===== config.mk =====
export PLATFORM = sky130hd
export DESIGN_NAME = min_digit_rx
export DESIGN_NICKNAME = d
export VERILOG_FILES = /design/src/rtl/min_digit_rx.sv
export SDC_FILE = /design/constraint.sdc
export NUM_CORES = 1
export LEC_CHECK = 0
export CORE_ASPECT_RATIO = 1.2
export CORE_MARGIN = 4
export CORE_UTILIZATION = 52
export CTS_CLUSTER_DIAMETER = 50
export DETAILED_ROUTE_END_ITERATION = 8
export PLACE_DENSITY_LB_ADDON = 0.12
export SYNTH_ARGS = -nofsm -noshare
export SYNTH_HDL_FRONTEND = slang
export SYNTH_SLANG_ARGS = --single-unit

===== constraint.sdc =====
create_clock -name clk1m_i -period 2.1 [get_ports clk1m_i]
set_input_delay 0.42 -clock clk1m_i [delete_from_list [all_inputs] [get_ports clk1m_i]]
set_output_delay 0.42 -clock clk1m_i [all_outputs]
set_load 0.005 [all_outputs]

===== src/rtl/min_digit_rx.sv =====
// min_digit_rx
// Receive-side companion of the minutes-units counter. Samples the BCD minute
// digit and the divided 1/600 Hz clock coming from the counter, produces
// registered 7-segment and one-hot decodes, and checks that the stream obeys
// the counting protocol: +1 modulo (MAX_DIGIT+1), and a divided-clock toggle
// after digits 4 and 9. After an error it enters a hold state and needs
// LOCK_RUN consecutive good transitions before it reports valid again.
//
// Ports:
//   rstn_i     asynchronous active-low reset
//   clk1m_i    1/60 Hz clock shared with the counter (rising edge)
//   digit_i    BCD minute digit from the counter
//   clk10m_i   registered divided clock from the counter (resets to 1 there)
//   seg_o      registered segments {g,f,e,d,c,b,a}
//   onehot_o   registered one-hot digit decode
//   valid_o    high while locked to the stream
//   err_o      sticky protocol-error flag
//   err_cnt_o  saturating count of error events

module min_digit_rx #(
    parameter int MAX_DIGIT      = 9,
    parameter int LOCK_RUN       = 2,
    parameter int ERR_CNT_W      = 4,
    parameter bit SEG_ACTIVE_LOW = 1'b0
) (
    input  logic                 rstn_i,
    input  logic                 clk1m_i,
    input  logic [3:0]           digit_i,
    input  logic                 clk10m_i,
    output logic [6:0]           seg_o,
    output logic [9:0]           onehot_o,
    output logic                 valid_o,
    output logic                 err_o,
    output logic [ERR_CNT_W-1:0] err_cnt_o
);

    typedef enum logic [1:0] {SYNC, LOCKED, HOLD} state_t;

    localparam logic [3:0] MAX_D      = 4'(MAX_DIGIT);
    localparam logic [2:0] RUN_TARGET = 3'(LOCK_RUN);
    localparam logic [6:0] SEG_XOR    = SEG_ACTIVE_LOW ? 7'h7F : 7'h00;

    state_t     state;
    state_t     state_next;
    logic [3:0] prev_digit;
    logic       prev_clk;
    logic [2:0] run_cnt;
    logic [2:0] run_next;
    logic [2:0] run_inc;
    logic       sample_valid;
    logic       in_table;
    logic [3:0] expected_digit;
    logic       toggle_due;
    logic       toggled;
    logic       good;
    logic       err_event;
    logic [6:0] seg_pat;
    logic [9:0] onehot_pat;

    // A transition is good only if the digit is legal, is the successor of
    // the reference, and the divided clock toggled exactly when the
    // reference digit was 4 or 9. A step error and a toggle error on the
    // same edge collapse into a single error event.
    assign sample_valid   = (digit_i <= MAX_D);
    assign in_table       = sample_valid && (digit_i <= 4'd9);
    assign expected_digit = (prev_digit == MAX_D) ? 4'd0 : prev_digit + 4'd1;
    assign toggle_due     = (prev_digit == 4'd4) || (prev_digit == 4'd9);
    assign toggled        = (clk10m_i != prev_clk);
    assign good           = sample_valid && (digit_i == expected_digit)
                            && (toggled == toggle_due);
    assign run_inc        = run_cnt + 3'd1;

    assign valid_o = (state == LOCKED);

    // Display decode; anything outside the legal digit range shows blank.
    always_comb begin
        seg_pat    = 7'h00;
        onehot_pat = '0;
        if (in_table) begin
            onehot_pat = 10'd1 << digit_i;
            case (digit_i)
                4'd0:    seg_pat = 7'h3F;
                4'd1:    seg_pat = 7'h06;
                4'd2:    seg_pat = 7'h5B;
                4'd3:    seg_pat = 7'h4F;
                4'd4:    seg_pat = 7'h66;
                4'd5:    seg_pat = 7'h6D;
                4'd6:    seg_pat = 7'h7D;
                4'd7:    seg_pat = 7'h07;
                4'd8:    seg_pat = 7'h7F;
                4'd9:    seg_pat = 7'h6F;
                default: seg_pat = 7'h00;
            endcase
        end
    end

    // Lock tracking. SYNC takes the first legal sample as reference without
    // checking it; every non-good sample afterwards is an error event.
    always_comb begin
        state_next = state;
        run_next   = run_cnt;
        err_event  = 1'b0;
        case (state)
            SYNC: begin
                if (sample_valid) begin
                    state_next = LOCKED;
                end
            end
            LOCKED: begin
                if (!good) begin
                    state_next = HOLD;
                    run_next   = '0;
                    err_event  = 1'b1;
                end
            end
            HOLD: begin
                if (good) begin
                    if (run_inc == RUN_TARGET) begin
                        state_next = LOCKED;
                        run_next   = '0;
                    end else begin
                        run_next = run_inc;
                    end
                end else begin
                    run_next  = '0;
                    err_event = 1'b1;
                end
            end
            default: begin
                state_next = SYNC;
                run_next   = '0;
            end
        endcase
    end

    always_ff @(posedge clk1m_i or negedge rstn_i) begin
        if (!rstn_i) begin
            state      <= SYNC;
            run_cnt    <= '0;
            prev_digit <= 4'd0;
            prev_clk   <= 1'b1;
        end else begin
            state   <= state_next;
            run_cnt <= run_next;
            // Invalid samples never replace the reference, so the stream can
            // recover on the digit that was actually due.
            if (sample_valid) begin
                prev_digit <= digit_i;
                prev_clk   <= clk10m_i;
            end
        end
    end

    always_ff @(posedge clk1m_i or negedge rstn_i) begin
        if (!rstn_i) begin
            seg_o     <= SEG_XOR;
            onehot_o  <= '0;
            err_o     <= 1'b0;
            err_cnt_o <= '0;
        end else begin
            seg_o    <= seg_pat ^ SEG_XOR;
            onehot_o <= onehot_pat;
            if (err_event) begin
                err_o <= 1'b1;
                if (err_cnt_o != {ERR_CNT_W{1'b1}}) begin
                    err_cnt_o <= err_cnt_o + ERR_CNT_W'(1);
                end
            end
        end
    end

endmodule


==> results of run 1 <==
## layer usage
layer | vias up | share of wire | track usage
met1 | 688 | 0.39 | 0.223
met4 | 0 | 0.024 | 0.106
met2 | 32 | 0.55 | 0.374
met3 | 11 | 0.041 | 0.0462
li1 | 682 | - | -
met5 | - | 0 | 0
## state kept, by name (all words and copies together), names as in the netlist
register and cells:
state 2, err_o 1, run_cnt 3, onehot_o 10
prev_digit 4, prev_clk 1, err_cnt_o 4, seg_o 7
## area by class of cell
type,instances,area [sq um]
repair buffers,49,440
multi-input cells,118,868
clock buffers,5,37.5
inverters,11,41.3
fillers,238,805
clock inverters,3,42.5
flip-flops and latches,32,803
well taps,36,45.0
## kinds of logic after synthesis
| logic type | synth area share |
|---|---|
| buffers and inverters | 0.0385 |
| AND/OR/NAND/NOR | 0.164 |
| XOR/XNOR | 0.0407 |
| AO/OA/AOI/OAI | 0.147 |
| adder cells (fa/ha/maj) | 0.0963 |
| flip-flops | 0.475 |
| multiplexers | 0.0378 |
## final timing paths
check | start | to | slack, ns | cells after the start
setup / recovery | digit_i[0] | err_cnt_o[2] | 0.08 | 7
hold / removal | rstn_i | err_cnt_o[1] | 0.46 | 2
setup reg to reg | prev_digit[0] | err_cnt_o[2] | 0.11 | 6
hold reg to reg | err_o | err_o | 0.48 | 1
max in group asynchronous | rstn_i | prev_clk | 1.30 | 2
min in group clk1m_i | err_o | err_o | 0.48 | 1
## power by group
group	internal, W	leakage, nW	switching [W]
Sequential	0.000707	0.404	0.0000948
Combinational	0.000415	0.606	0.000398
Clock	0.000248	0.0412	0.000218
Total	0.00137	1.05	0.000710
## metrics by stage
stage | setup slack (ns) | instance area (sq um) | utilization | total power [W]
after floorplan | 0.0498 | 1690 | - | 0.00124
after global placement | -0.251 | 2150 | 0.698 | 0.00153
after detailed placement | -0.357 | 2150 | 0.698 | 0.00158
after CTS | 0.0101 | 2230 | 0.724 | 0.00206
after global routing | -0.0203 | 2280 | 0.739 | 0.00222
final | 0.0818 | 2280 | 0.739 | 0.00208
## worst max-delay path: cells and delay by family
family,cells,cell delay (ns)
AO/OA/AOI/OAI,2,0.23
buffers and inverters,2,0.68
multiplexers,1,0.31
AND/OR/NAND/NOR,2,0.61
## cells in the final DEF (no fill, tap or decap), drive strengths merged, types with 3 or more instances in the layout
cell	count
clkbuf	5
and2	5
xor2	3
clkdlybuf4s50	29
nand2	12
o21ai	16
buf	20
and3	5
dfrtp	31
xnor2	4
nor2	15
inv	10
nor3	5
mux2	3
ha	13
a21oi	8
mux2i	3
nor2b	3
## timing repair
action                     in CTS  in global routing
buffers inserted                0                  0
resized for setup               0                 10
hold buffers                    0                  0
setup endpoints to repair       0                  9
==> summary.txt, run 1 <==
Synthesis
  – Mapped Avg Cell Area: ~10 sq um
  – Synth top cells by count: 31 x dfrtp_1, 15 x nor2_1, 13 x ha_1, 13 x o21ai_0, 12 x nand2_1
  – Top_reg_cell synth: dfrtp_1
  – Top-count cell post-synth: dfrtp_1
  – Sequential share of the synthesized area: 0.475
  – Yosys warning count: 0
  – Synthesized netlist cell count: 165
  – Syn Nets: approximately 190
  – Yosys cell types: 40
  – Area share of the largest cell type after synthesis: 0.459
  – Cell taking the most area after synthesis: dfrtp_1
  – Mapped cell area: 0.00169 sq mm
  – Asr flop ratio synth: 1.00
  – Number of synthesized flops with an enable pin: 0
  – Top cells by area in the synthesized netlist: dfrtp_1 46%, ha_1 9.6%, o21ai_0 3.9%
  – Seq cells post-synth: 32

GRT
  – Grt ovf: 0
  – Largest net degree at the start of global routing: 33
  – First-pass GRT wire length: 6.72 mm
  – Initial antenna violation count: 0
  – Vias in the first global route: between 1500 and 2000
  – Tot GR Track Use: 0.211

STA
  – Final setup TNS: 0 ns
  – Period minus WS final: a little over 2 ns
  – Clock skew: between 0.007 and 0.008 ns
  – Rel. slew slack: 0.735
  – Max Fclk: 0.495 GHz
  – Fin. max-slew vios: 0
  – # setup viols final: 0
  – Worst slew pin tran: approximately 0.40 ns
  – Hold Fails Final Rpt: 0
  – Period utilization: 0.961
  – RSZ-0062 raised after global routing: yes
  – WHS: ~0.46 ns

Routing
  – Via/cell ratio: ~5.6
  – Remaining DRCs: 0
  – Wire per inst: roughly 16 um
  – DR iter-0 viols: 30
  – Routed Antenna Nets: 0
  – Via count: roughly 1400
  – Final WL: between 4 and 5 mm
  – Detailed Routing Iterations Pass 1: 4

Critical path
  – Crit-path slowest cell: clkdlybuf4s50_1
  – CP endpoint kind: flip-flop
  – Crit path required time: roughly 2.3 ns
  – Worst-path fanout max: 5
  – Crit-path max cell delay: around 0.48 ns
  – Critical path type: in -> reg
  – CP Launch Type: input port
  – Critical path arrival: 2.25 ns
  – CP Cell Sequence: clkdlybuf4s50_1 -> buf_4 -> nor4_2 -> a311oi_2 -> nor3_4 -> a21oi_1 -> mux2_1

Cells and area
  – Post-Layout Cell Count: between 200 and 300
  – N_diodes: 0
  – Layout area overhead: 34.9%
  – Final #Nets: roughly 240
  – Share of cells above drive strength 1: 0.202

Clocking
  – H-tree depth: 2
  – Clock Sinks: 32
  – TritonCTS clock tree: done
  – Longest Clk Path Bufs: 2
  – Number of buffers created by CTS: 5
  – Root Buffer: clkbuf_4
  – Worst skew pair latency: 0.33 ns
  – Clock slew at reported path FFs: about 0.10 ns

Flow run
  – Max-cap violations: 0

Die
  – Core box area: approximately 0.003 sq mm
  – Die Wd: ~60 um
  – IO Pins: 30
  – Die Y: approximately 70 um
  – Starting density of the core: 0.548
  – Rows: 22
  – Overall die area: approximately 0.0042 sq mm

Worst hold path
  – Worst hold path class: in -> async

Placed design
  – Placed Cells: between 200 and 250
  – Gpl congestion: ~0.86
  – Port Buf Inserts: 29
  – Placed wire-length estimate: just over 3 mm

Status
  – Outcome: completed

Power
  – Pleak: roughly 1.1 nW
  – VDD IR max: approximately 0.70 mV
  – Pwr Density: 913 mW/mm^2
No activity file was read; power rests on OpenSTA's default activity.
==> run 2, diff against run 1 <==
--- a/config.mk
+++ b/config.mk
@@ -5,7 +5,6 @@
 export SDC_FILE = /design/constraint.sdc
 export NUM_CORES = 1
 export LEC_CHECK = 0
-export CORE_ASPECT_RATIO = 1.2
 export CORE_MARGIN = 4
 export CORE_UTILIZATION = 52
 export CTS_CLUSTER_DIAMETER = 50
==> summary.txt, run 2 (synthesis results as in run 1) <==
Status
  – Outcome: completed

GRT
  – Grt ovf: 0
  – First-pass GRT wire length: about 6.4 mm
  – Initial antenna violation count: 0
  – Tot GR Track Use: 0.203
  – Largest net degree at the start of global routing: 33
  – Vias in the first global route: 1442

Cells and area
  – Leading cell type in the layout, fill and taps excluded: dfrtp_1
  – Most frequent cells in the layout: 30 x dfrtp_1, 26 x clkdlybuf4s50_1, 16 x buf_4
  – Share of cells above drive strength 1: 0.200
  – N_diodes: 0
  – Final Util: 0.749
  – Layout area overhead: 36.4%
  – Final #Nets: approximately 230
  – Largest Register: onehot_o
  – Layout fillers: roughly 210
  – FF/Latch Area: roughly 800 sq um
  – Area of the multi-input gates: roughly 900 sq um
  – Max reg flops: 10
  – Regs by FF count: onehot_o x10, seg_o x7

Power
  – Internal: 0.00137 W
  – Sw power: 0.000691 W
  – Gate power share: 0.390
  – Sw frac: 0.336
  – Pleak: roughly 1.1 nW
  – Seq pwr share: 0.390
  – Pwr Density: between 800 and 900 mW/mm^2
  – VDD IR max: roughly 0.45 mV
  – Clock group share of total power: 0.221

STA
  – Period utilization: 0.949
  – Worst slew pin tran: 0.396 ns
  – Fin. max-slew vios: 0
  – # setup viols final: 0
  – Hold Fails Final Rpt: 0
  – Rel. slew slack: 0.736
  – Period minus WS final: approximately 2 ns
  – Clock skew: 0.00288 ns
  – Final WS setup: between 0.1 and 0.15 ns
  – Max Fclk: between 0.5 and 0.6 GHz

Clocking
  – Clock slew at reported path FFs: roughly 0.11 ns
  – Number of buffers created by CTS: 5
  – Hold buffer count at CTS: 0
  – Post-CTS Setup Bufs: 0
  – Worst skew pair latency: 0.33 ns
  – H-tree depth: 2
  – TritonCTS clock tree: done
  – Clock Sinks: 32
  – Root Buffer: clkbuf_4
  – Longest Clk Path Bufs: 2

Routing
  – Via/cell ratio: roughly 5.4
  – Routed Antenna Nets: 0
  – Final WL: slightly below 4 mm
  – DR iter-0 viols: 76
  – Detailed Routing Iterations Pass 1: 4
  – Wire per inst: between 15 and 20 um
  – Via count: about 1400
  – Remaining DRCs: 0

Critical path
  – Crit-path max cell delay: roughly 0.5 ns
  – CP Cell Sequence: nor4b_1 -> a31oi_1 -> xnor2_1 -> nor3_4 -> a21oi_1 -> mux2_1
  – CP Launch Type: flip-flop
  – CP endpoint kind: flip-flop
  – Worst-path fanout max: 8
  – Critical path type: reg -> reg
  – Critical path arrival: between 2 and 2.5 ns
  – Crit-path slowest cell: dfrtp_1
  – Crit path required time: approximately 2.3 ns

Die
  – Die Y: roughly 65 um
  – Core box area: between 0.003 and 0.004 sq mm
  – IO Pins: 30
  – Starting density of the core: 0.549
  – Die Wd: around 65 um
  – Rows: 20
  – Overall die area: roughly 0.0042 sq mm

Placed design
  – Port Buf Inserts: 29
  – Placed wire-length estimate: ~2.8 mm
  – Gpl congestion: about 0.84
  – Post-placement setup slack: -0.374 ns

Worst hold path
  – Worst hold path class: in -> async

Flow run
  – Max-cap violations: 0
==> run 2: timing repair <==
item	4_1_cts	5_1_grt
cloned	0	0
resized for setup	0	19
endpoints found under the setup margin	2	6
pin swaps	1	4
==> run 2: final timing paths <==
path,from,endpoint,slack [ns],depth (start not counted)
max in group asynchronous,rstn_i,prev_clk,1.30,2
worst min register to register,err_o,err_o,0.48,1
worst max register to register,prev_digit[0],err_cnt_o[3],0.11,6
worst max-delay path,prev_digit[0],err_cnt_o[3],0.11,6
worst min-delay path,rstn_i,onehot_o[1],0.46,2
min in group clk1m_i,err_o,err_o,0.48,1
==> run 2: cell type report <==
type	instances	share of cell area
Tap cell	44	0.0239
Inverter	11	0.0179
Sequential cell	32	0.349
Multi-Input combinational cell	118	0.390
Timing Repair Buffer	46	0.186
Clock buffer	6	0.0179
Clock inverter	2	0.0152
==> run 2: through the flow <==
stage	total power [W]	std cells	instance area, sq um	hold WS (ns)	TNS [ns]
finish	0.00206	259	2300	0.456	0
global route	0.00221	259	2300	0.466	-0.00769
CTS	0.00203	259	2210	0.459	0
detailed placement	0.00157	251	2140	0.448	-3.62
global placement	0.00152	251	2140	0.439	-2.26
floorplan	0.00124	165	1690	0.124	0
==> run 2: power groups by stage <==
stage,Clock [W],Combinational [W],Sequential (W)
after floorplan,0,0.000455,0.000785
after global placement,0,0.000729,0.000795
after detailed placement,0,0.000761,0.000807
after CTS,0.000465,0.000767,0.000795
after global routing,0.000504,0.000885,0.000818
final,0.000454,0.000803,0.000802
==> run 2: critical path, delay by kind of cell, from the launching register on <==
family / cells / cell delay (ns)
xor gates and xnor gates: 1 / 0.18
AOI/OAI and AO/OA: 2 / 0.22
and+or+nand+nor: 2 / 0.64
DFF: 1 / 0.49
muxes: 1 / 0.35
==> run 2: metal layers <==
layer	global-route usage	wire (um)	vias to the layer above
met5	0	0	-
met4	0.100	110	0
met3	0.0659	234	12
met2	0.317	1970	57
met1	0.251	1660	664
li1	-	-	671
